$ cat src/rtl/riscv_lsu_pkg.sv
// Shared definitions for the load/store unit.
// Access size codes (funct3) and FSM state encodings.
package riscv_lsu_pkg;

    localparam int LSU_DW = 32;

    localparam logic [2:0] LSU_B  = 3'b000;
    localparam logic [2:0] LSU_H  = 3'b001;
    localparam logic [2:0] LSU_W  = 3'b010;
    localparam logic [2:0] LSU_BU = 3'b100;
    localparam logic [2:0] LSU_HU = 3'b101;

    typedef enum logic [1:0] {
        ST_IDLE = 2'b00,
        ST_BUSY = 2'b01,
        ST_DONE = 2'b10
    } lsu_state_e;

endpackage

$ cat src/rtl/riscv_lsu_align.sv
// Byte-lane steering for the LSU: enables, store replication,
// load extraction/extension and legality of the access.
module riscv_lsu_align
    import riscv_lsu_pkg::*;
(
    input  logic [1:0]        i_off,
    input  logic [2:0]        i_funct3,
    input  logic              i_rd,
    input  logic              i_wr,
    input  logic [LSU_DW-1:0] i_wdata,
    input  logic [LSU_DW-1:0] i_rdata,
    output logic [3:0]        o_be,
    output logic [LSU_DW-1:0] o_wdata,
    output logic [LSU_DW-1:0] o_rdata,
    output logic              o_illegal
);

    logic [LSU_DW-1:0] w_shift;
    logic              w_bad;

    assign w_shift = i_rdata >> {i_off, 3'b000};

    always_comb begin
        o_be    = 4'b0000;
        o_wdata = i_wdata;
        o_rdata = '0;
        w_bad   = 1'b0;
        case (i_funct3)
            LSU_B, LSU_BU: begin
                o_be    = 4'b0001 << i_off;
                o_wdata = {4{i_wdata[7:0]}};
                o_rdata = {{24{w_shift[7] & ~i_funct3[2]}}, w_shift[7:0]};
            end
            LSU_H, LSU_HU: begin
                o_be    = 4'b0011 << {i_off[1], 1'b0};
                o_wdata = {2{i_wdata[15:0]}};
                o_rdata = {{16{w_shift[15] & ~i_funct3[2]}}, w_shift[15:0]};
                w_bad   = i_off[0];
            end
            LSU_W: begin
                o_be    = 4'b1111;
                o_rdata = i_rdata;
                w_bad   = |i_off;
            end
            default: w_bad = 1'b1;
        endcase
    end

    // unsigned sizes only make sense for loads
    assign o_illegal = w_bad | (i_rd & i_wr) | (i_wr & i_funct3[2]);

endmodule

$ cat src/rtl/riscv_lsu.sv
// MEM-stage load/store unit: one word-aligned req/ack bus
// transaction per access, pipeline stall while it is in flight.
module riscv_lsu
    import riscv_lsu_pkg::*;
#(
    parameter int DW      = 32,
    parameter int TIMEOUT = 255
) (
    input  logic          clk_i,
    input  logic          rst_i,
    input  logic [DW-1:0] addr_i,
    input  logic [DW-1:0] wdata_i,
    input  logic          rd_en_i,
    input  logic          wr_en_i,
    input  logic [2:0]    funct3_i,
    output logic [DW-1:0] rdata_o,
    output logic          stall_o,
    output logic          fault_o,
    output logic          bus_req_o,
    output logic          bus_we_o,
    output logic [DW-1:0] bus_addr_o,
    output logic [DW-1:0] bus_wdata_o,
    output logic [3:0]    bus_be_o,
    input  logic          bus_ack_i,
    input  logic [DW-1:0] bus_rdata_i,
    input  logic          bus_err_i
);

    localparam logic [15:0] LP_TO = 16'(TIMEOUT);

    lsu_state_e  r_state;
    logic [15:0] r_cnt;
    logic [1:0]  r_off;
    logic [2:0]  r_funct3;

    logic          w_req;
    logic          w_illegal;
    logic          w_idle;
    logic [1:0]    w_off;
    logic [2:0]    w_funct3;
    logic [3:0]    w_be;
    logic [DW-1:0] w_wdata;
    logic [DW-1:0] w_rdata;

    assign w_idle = (r_state == ST_IDLE);
    assign w_req  = rd_en_i | wr_en_i;

    // in BUSY the lane logic formats the response of the latched access
    assign w_off    = w_idle ? addr_i[1:0] : r_off;
    assign w_funct3 = w_idle ? funct3_i : r_funct3;

    riscv_lsu_align u_align (
        .i_off     (w_off),
        .i_funct3  (w_funct3),
        .i_rd      (rd_en_i),
        .i_wr      (wr_en_i),
        .i_wdata   (wdata_i),
        .i_rdata   (bus_rdata_i),
        .o_be      (w_be),
        .o_wdata   (w_wdata),
        .o_rdata   (w_rdata),
        .o_illegal (w_illegal)
    );

    assign stall_o = (r_state == ST_BUSY)
                   | (w_idle & w_req & ~w_illegal);

    always_ff @(posedge clk_i) begin
        if (rst_i) begin
            r_state     <= ST_IDLE;
            r_cnt       <= '0;
            r_off       <= '0;
            r_funct3    <= '0;
            rdata_o     <= '0;
            fault_o     <= 1'b0;
            bus_req_o   <= 1'b0;
            bus_we_o    <= 1'b0;
            bus_addr_o  <= '0;
            bus_wdata_o <= '0;
            bus_be_o    <= '0;
        end else begin
            fault_o <= 1'b0;
            case (r_state)
                ST_IDLE: begin
                    if (w_req && w_illegal) begin
                        fault_o <= 1'b1;
                        rdata_o <= '0;
                    end else if (w_req) begin
                        bus_req_o   <= 1'b1;
                        bus_we_o    <= wr_en_i;
                        bus_addr_o  <= {addr_i[DW-1:2], 2'b00};
                        bus_wdata_o <= w_wdata;
                        bus_be_o    <= w_be;
                        r_off       <= addr_i[1:0];
                        r_funct3    <= funct3_i;
                        r_cnt       <= '0;
                        r_state     <= ST_BUSY;
                    end
                end
                ST_BUSY: begin
                    if (bus_ack_i || r_cnt == LP_TO) begin
                        bus_req_o <= 1'b0;
                        r_state   <= ST_DONE;
                        if (bus_ack_i && !bus_err_i) begin
                            rdata_o <= bus_we_o ? '0 : w_rdata;
                        end else begin
                            fault_o <= 1'b1;
                            rdata_o <= '0;
                        end
                    end else begin
                        r_cnt <= r_cnt + 16'd1;
                    end
                end
                ST_DONE: r_state <= ST_IDLE;
                default: r_state <= ST_IDLE;
            endcase
        end
    end

endmodule
$ cat config.mk
export PLATFORM = sky130hd
export DESIGN_NAME = riscv_lsu
export DESIGN_NICKNAME = d
export VERILOG_FILES = /design/src/rtl/riscv_lsu_pkg.sv /design/src/rtl/riscv_lsu_align.sv /design/src/rtl/riscv_lsu.sv
export SDC_FILE = /design/constraint.sdc
export NUM_CORES = 1
export LEC_CHECK = 0
export BUFFER_PORTS_ARGS = -buffer_cell sky130_fd_sc_hd__buf_2
export CORE_ASPECT_RATIO = 1.75
export CORE_MARGIN = 8
export CORE_UTILIZATION = 54
export CTS_CLUSTER_SIZE = 30
export DETAILED_ROUTE_END_ITERATION = 10
export PLACE_DENSITY = 0.92
export SETUP_SLACK_MARGIN = 0.2
export SLEW_MARGIN = 20
export SYNTH_ARGS = -nofsm -noshare
export SYNTH_HDL_FRONTEND = slang
export SYNTH_SLANG_ARGS = --single-unit
$ cat constraint.sdc
create_clock -name clk_i -period 6.9 [get_ports clk_i]
set_clock_uncertainty 0.2 [all_clocks]
set_input_delay 0.345 -clock clk_i [delete_from_list [all_inputs] [get_ports clk_i]]
set_output_delay 0.345 -clock clk_i [all_outputs]
set_load 0.02 [all_outputs]
Word level (Yosys, flattened, before mapping)
Cells that the tools add are included.
{ "totals": {"register_bits": 124, "output_inout_bits": 104, "elab_cells": 81} }
{ "classes": {"shifts": 3, "eq_ne": 11, "n_reduce_logical": 15, "n_addsub": 1, "bitwise": 13, "n_mux": 27} }
{ "op_table": {"columns": ["operator", "n"], "rows": [
  ["2-to-1 mux 32 bit", 4],
  ["one-hot mux 32 bit (2 select lines)", 2],
  ["one-hot mux 32 bit (3 select lines)", 1],
  ["2-to-1 mux 16 bit", 3],
  ["one-hot mux 16 bit (2 select lines)", 1],
  ["right shift 32 x 5 -> 16 bit", 1],
  ["adder 16 x 1 -> 16 bit, second input constant", 1],
  ["== test 16 x 8 -> 1 bit, second input constant", 1],
  ["one-hot mux 4 bit (3 select lines)", 1],
  ["AND reduction 3 bit", 3],
  ["2-to-1 mux 2 bit", 4],
  ["AND reduction 4 bit", 2],
  ["AND 1 bit", 6],
  ["== test 3 bit, second input constant", 2],
  ["2-to-1 mux 1 bit", 6],
  ["!= test 2 bit, second input constant", 3],
  ["OR reduction 2 bit", 3],
  ["!= test 2 x 1 -> 1 bit, second input constant", 2],
  ["bitwise OR 1 bit", 4],
  ["one-hot mux 1 bit (2 select lines)", 2],
  ["one-hot mux 2 bit (2 select lines)", 1],
  ["left shift 1 x 2 -> 4 bit, first input constant", 1],
  ["left shift 2 x 2 -> 4 bit, first input constant", 1],
  ["== test 3 x 1 -> 1 bit, second input constant", 1],
  ["11 further kinds", 14]
]} }

Depth between registers and ports, before layout
{ "depth": {"word_depth": 10, "mapped_depth": 10, "mapped_depth_nobuf": 7} }

Modules after synthesis
A second synthesis with hierarchy kept.
{ "hier_totals": {"cells_unflattened": 753, "area_unflattened_um2": 6028.3} }
{ "by_module_without_submodules": {"columns": ["module", "cells_each", "seq_area_each_um2", "area_each_um2", "instances"], "rows": [
  ["riscv_lsu", 572, 2482.4, 4705.8, 1],
  ["riscv_lsu_align", 181, 0.0, 1322.5, 1]
]} }

Least setup slack after synthesis
Ideal clock, no wire load.
{ "synth_path": {"kind": "register -> output", "startpoint": "register r_state[0]", "endpoint": "output stall_o", "arrival_time_ns": 1.830, "path_stages_with_launch": 9, "path_slack_ns": 4.525, "cell_sequence": "dfxtp_1 -> buf_6 -> or4b_4 -> o21ai_4 -> a21oi_4 -> o21bai_1 -> buf_2 -> buf_2 -> nand2_1"} }
{ "synth_between": {"elab_chain_cells": 10, "elab_cells_between_ends": 20, "classes_between": "5 x eq/ne; 3 x mux; 7 x bitwise; 5 x reduce/logical"} }
{ "synth_lines": {"columns": ["element", "line", "rtl"], "rows": [
  ["from (decl)", "riscv_lsu.sv:31", "lsu_state_e r_state;"],
  ["from (signal assigned)", "riscv_lsu.sv:70", "r_state <= ST_IDLE;"],
  ["from (signal assigned)", "riscv_lsu.sv:97", "r_state <= ST_BUSY;"],
  ["from (signal assigned)", "riscv_lsu.sv:103", "r_state <= ST_DONE;"],
  ["zero test 2 bit", "riscv_lsu.sv:45", "assign w_idle = (r_state == ST_IDLE);"],
  ["2-to-1 mux 3 bit", "riscv_lsu.sv:50", "assign w_funct3 = w_idle ? funct3_i : r_funct3;"],
  ["== test 3 x 1 -> 1 bit (tied with other cells)", "riscv_lsu_align.sv:28", "case (i_funct3)"],
  ["OR reduction 2 bit", "riscv_lsu_align.sv:28", null],
  ["one-hot mux 1 bit (3 select lines)", "riscv_lsu_align.sv:28", null],
  ["bitwise OR 1 bit (2 in a row)", "riscv_lsu_align.sv:50", "assign o_illegal = w_bad | (i_rd & i_wr) | (i_wr & i_funct3[2]);"],
  ["NOT 1 bit", "riscv_lsu.sv:66", "| (w_idle & w_req & ~w_illegal);"],
  ["AND 1 bit", "riscv_lsu.sv:66", null],
  ["bitwise OR 1 bit *", "riscv_lsu.sv:66", null],
  ["to (decl)", "riscv_lsu.sv:17", "output logic stall_o,"]
]} }
Every way passes the cells marked *; elsewhere a longest branch is shown, timed or not.

Final worst setup path
Ends and elaborated chain as after synthesis.

==> flow_metrics.py <==
metrics = {
    "run_status": {
        "status": "finished clean",
    },
    "sta": {
        "hold_viol": 0,
        "period_share": 0.543,
        "setup_ws_ps": 3150,
        "finalSetupViolCount": 0,
        "drv_slew": 0,
        "finalCriticalPeriod_ps": 3750,
        "max_freq_mhz": 267,
        "timing.setup.tns_ps": 0,
        "worst_slew_pin_slew_ps": 1070,
        "rsz0062_at_grt": "false",
        "timing.slew.headroom": 0.289,
    },
    "placement": {
        "placed_area_um2": 6900,
        "place_ws_ps": 3620,
        "io_buffer_count": 206,
        "dp_cells": 978,
        "gp_congestion": 0.909,
        "place_hpwl_um": 13100,
    },
    "floorplan": {
        "initial_core_util": 0.554,
        "io_pins": 209,
        "die_h_um": 155,
        "die_w_um": 95.2,
        "rows": 50,
        "coreArea_um2": 10700,
        "dieArea_um2": 14700,
    },
    "route": {
        "ant_nets": 0,
        "drt-pass1-iter-count": 7,
        "routed_wl_um": 20600,
        "drc_errors": 0,
        "post_drt_via_cell_ratio": 5.98,
        "first_iter_violations": 420,
        "wl_per_cell_um": 19.7,
        "vias": 6242,
    },
    "cells_and_area": {
        "drive_above_1_share": 0.300,
        "final_area_um2": 7840,
        "fin_cells": 1043,
        "layout.nets": 1004,
        "area_growth_pct": 32.3,
    },
    "worst_setup_path": {
        "critPathRequiredTime_ps": 6360,
        "arrival_ps": 3200,
        "r2r_start": "r_state[0]",
        "start_kind": "flip-flop",
        "cp-startpoint": "r_state[0]",
        "critPathCaptureType": "output pin",
        "crit_type": "flip-flop to output pin",
        "crit_path_max_fanout": 29,
    },
    "synthesis": {
        "ys_ff_latch": 124,
        "synth_edf_count": 0,
        "yosysSeqAreaShare": 0.419,
        "synth_top_flop_cell": "dfxtp_1",
        "synth-async-reset-ratio": 0,
        "syn_area_per_cell_um2": 8.61,
        "synth_cells": 688,
        "yosysWarnings": 0,
        "syn_area_um2": 5930,
        "ys_types": 70,
    },
    "run": {
        "drv_cap": 0,
    },
    "global_route": {
        "grt_pass1_vias": 6518,
        "overflow": 0,
        "grt_start_max_net_pins": 93,
        "antenna_found_initial": 3,
        "grt_pass1_wl_um": 32500,
        "grtUsageTotal": 0.278,
    },
    "clock_network": {
        "cts_max_path_buffers": 2,
        "post_cts_resized": 0,
        "clockRootBuffer": "clkbuf_16",
        "htreeDepth": 4,
        "post-cts-setup-buffers": 0,
        "cts_made_buffers": 17,
        "clock_latency_ps": 420,
        "tritoncts": "yes",
        "clkSlewWorstSetupHoldPaths_ps": 60,
        "postCtsHoldBufs": 31,
        "cts.sinks": 124,
    },
    "power": {
        "cellLeakagePower_nw": 3.49,
        "power_density_nw_per_um2": 270,
        "ir_drop_uv": 239,
    },
    "worst_hold_path": {
        "hold_class": "primary input to flip-flop",
        "hp-start": "wdata_i[9]",
    },
}
==> metrics by stage <==
step                hold WS (ps)  total power [mW]   util
detailed placement           241              1.17  0.645
global route                12.0              2.18  0.733
finish                      8.16              2.11  0.733
floorplan                    250              1.05      -
global placement             238              1.16  0.645
CTS                         2.45              2.10  0.732
==> flip-flops by register name, indices dropped and copies added, names as in the netlist <==
| register | cells |
|---|---|
| bus_be_o | 4 |
| r_off | 2 |
| bus_wdata_o | 32 |
| r_funct3 | 3 |
| r_cnt | 16 |
| bus_we_o | 1 |
| r_state | 2 |
| rdata_o | 32 |
| bus_req_o | 1 |
| bus_addr_o | 30 |
| fault_o | 1 |
==> placed cells by master, fill, tap and decap left out, drive strengths merged, types with 7 or more instances in the layout <==
| cell type | Yosys | routed |
|---|---|---|
| o211a | 7 | 7 |
| and2 | 18 | 18 |
| a311oi | 8 | 8 |
| o211ai | 10 | 10 |
| buf | 36 | 212 |
| mux2i | 27 | 27 |
| clkbuf | 17 | 19 |
| a211o | 16 | 16 |
| nor2 | 39 | 39 |
| a211oi | 22 | 22 |
| a31oi | 8 | 8 |
| dfxtp | 124 | 124 |
| nand3 | 12 | 12 |
| or3 | 8 | 8 |
| dlygate4sd3 | 0 | 31 |
| nand2 | 139 | 139 |
| a21oi | 88 | 88 |
| o21ai | 14 | 14 |
| a22oi | 7 | 7 |
| o2bb2ai | 15 | 15 |
==> area by class of cell <==
cell class	instances	area [µm²]
Multi-Input combinational cell	508	3170
Fill cell	729	2860
Sequential cell	124	2480
Timing Repair Buffer	243	1390
Clock buffer	19	453
Clock inverter	13	166
Tap cell	130	163
Inverter	4	15.0
Antenna cell	2	5.00
==> kinds of logic after synthesis <==
kind of cell               Yosys count  synth area share
xor gates and xnor gates             2           0.00296
muxes                               29            0.0528
DFF                                124             0.419
AOI/OAI and AO/OA                  220             0.268
buffers and inverters               57            0.0532
and+or+nand+nor                    254             0.202
adders and majority gates            1           0.00211
other                                1          0.000633
==> synthesized netlist by cell type (all sizes together), types with 6 or more instances <==
| cell type | instances | area [µm²] |
|---|---|---|
| nand2 | 139 | 522 |
| dfxtp | 124 | 2480 |
| a21oi | 88 | 467 |
| nor2 | 39 | 154 |
| buf | 36 | 236 |
| mux2i | 27 | 287 |
| a211oi | 22 | 178 |
| and2 | 18 | 113 |
| clkbuf | 17 | 63.8 |
| a211o | 16 | 140 |
| o2bb2ai | 15 | 131 |
| o21ai | 14 | 96.3 |
| nand3 | 12 | 60.1 |
| o211ai | 10 | 75.1 |
| a311oi | 8 | 70.1 |
| a31oi | 8 | 71.3 |
| or3 | 8 | 55.1 |
| a22oi | 7 | 52.6 |
| o211a | 7 | 70.1 |
| nor3 | 6 | 51.3 |
| o221ai | 6 | 58.8 |
| o31ai | 6 | 58.8 |
| or4 | 6 | 45.0 |
==> critical path, cell delays in order (launching register included) <==
cell,delay [ps]
dfxtp_1,430
nor2_4,470
mux2_2,510
a21oi_4,90
o21bai_4,610
buf_4,410
nand2_1,80
buf_2,170
==> layer usage <==
layer	up-vias	GRT usage	wire length, µm
li1	2908	-	-
met1	2931	0.274	7030
met2	317	0.471	10600
met3	86	0.0911	1810
met4	0	0.191	1130
met5	-	0	0
==> power breakdown <==
| group | total (mW) | switching (mW) | leakage [nW] | internal, mW |
|---|---|---|---|---|
| combinational | 0.404 | 0.257 | 2.19 | 0.147 |
| clock | 0.932 | 0.343 | 0.296 | 0.589 |
| sequential | 0.778 | 0.0251 | 1.01 | 0.753 |
==> final timing paths <==
kind | cells after the start | to | slack (ps)
setup / recovery | 7 | stall_o | 3150
hold / removal | 3 | bus_wdata_o[9] | 8
setup reg to reg | 6 | bus_wdata_o[13] | 3530
hold reg to reg | 1 | rdata_o[15] | 250
Power figures use the tool's default switching activity.
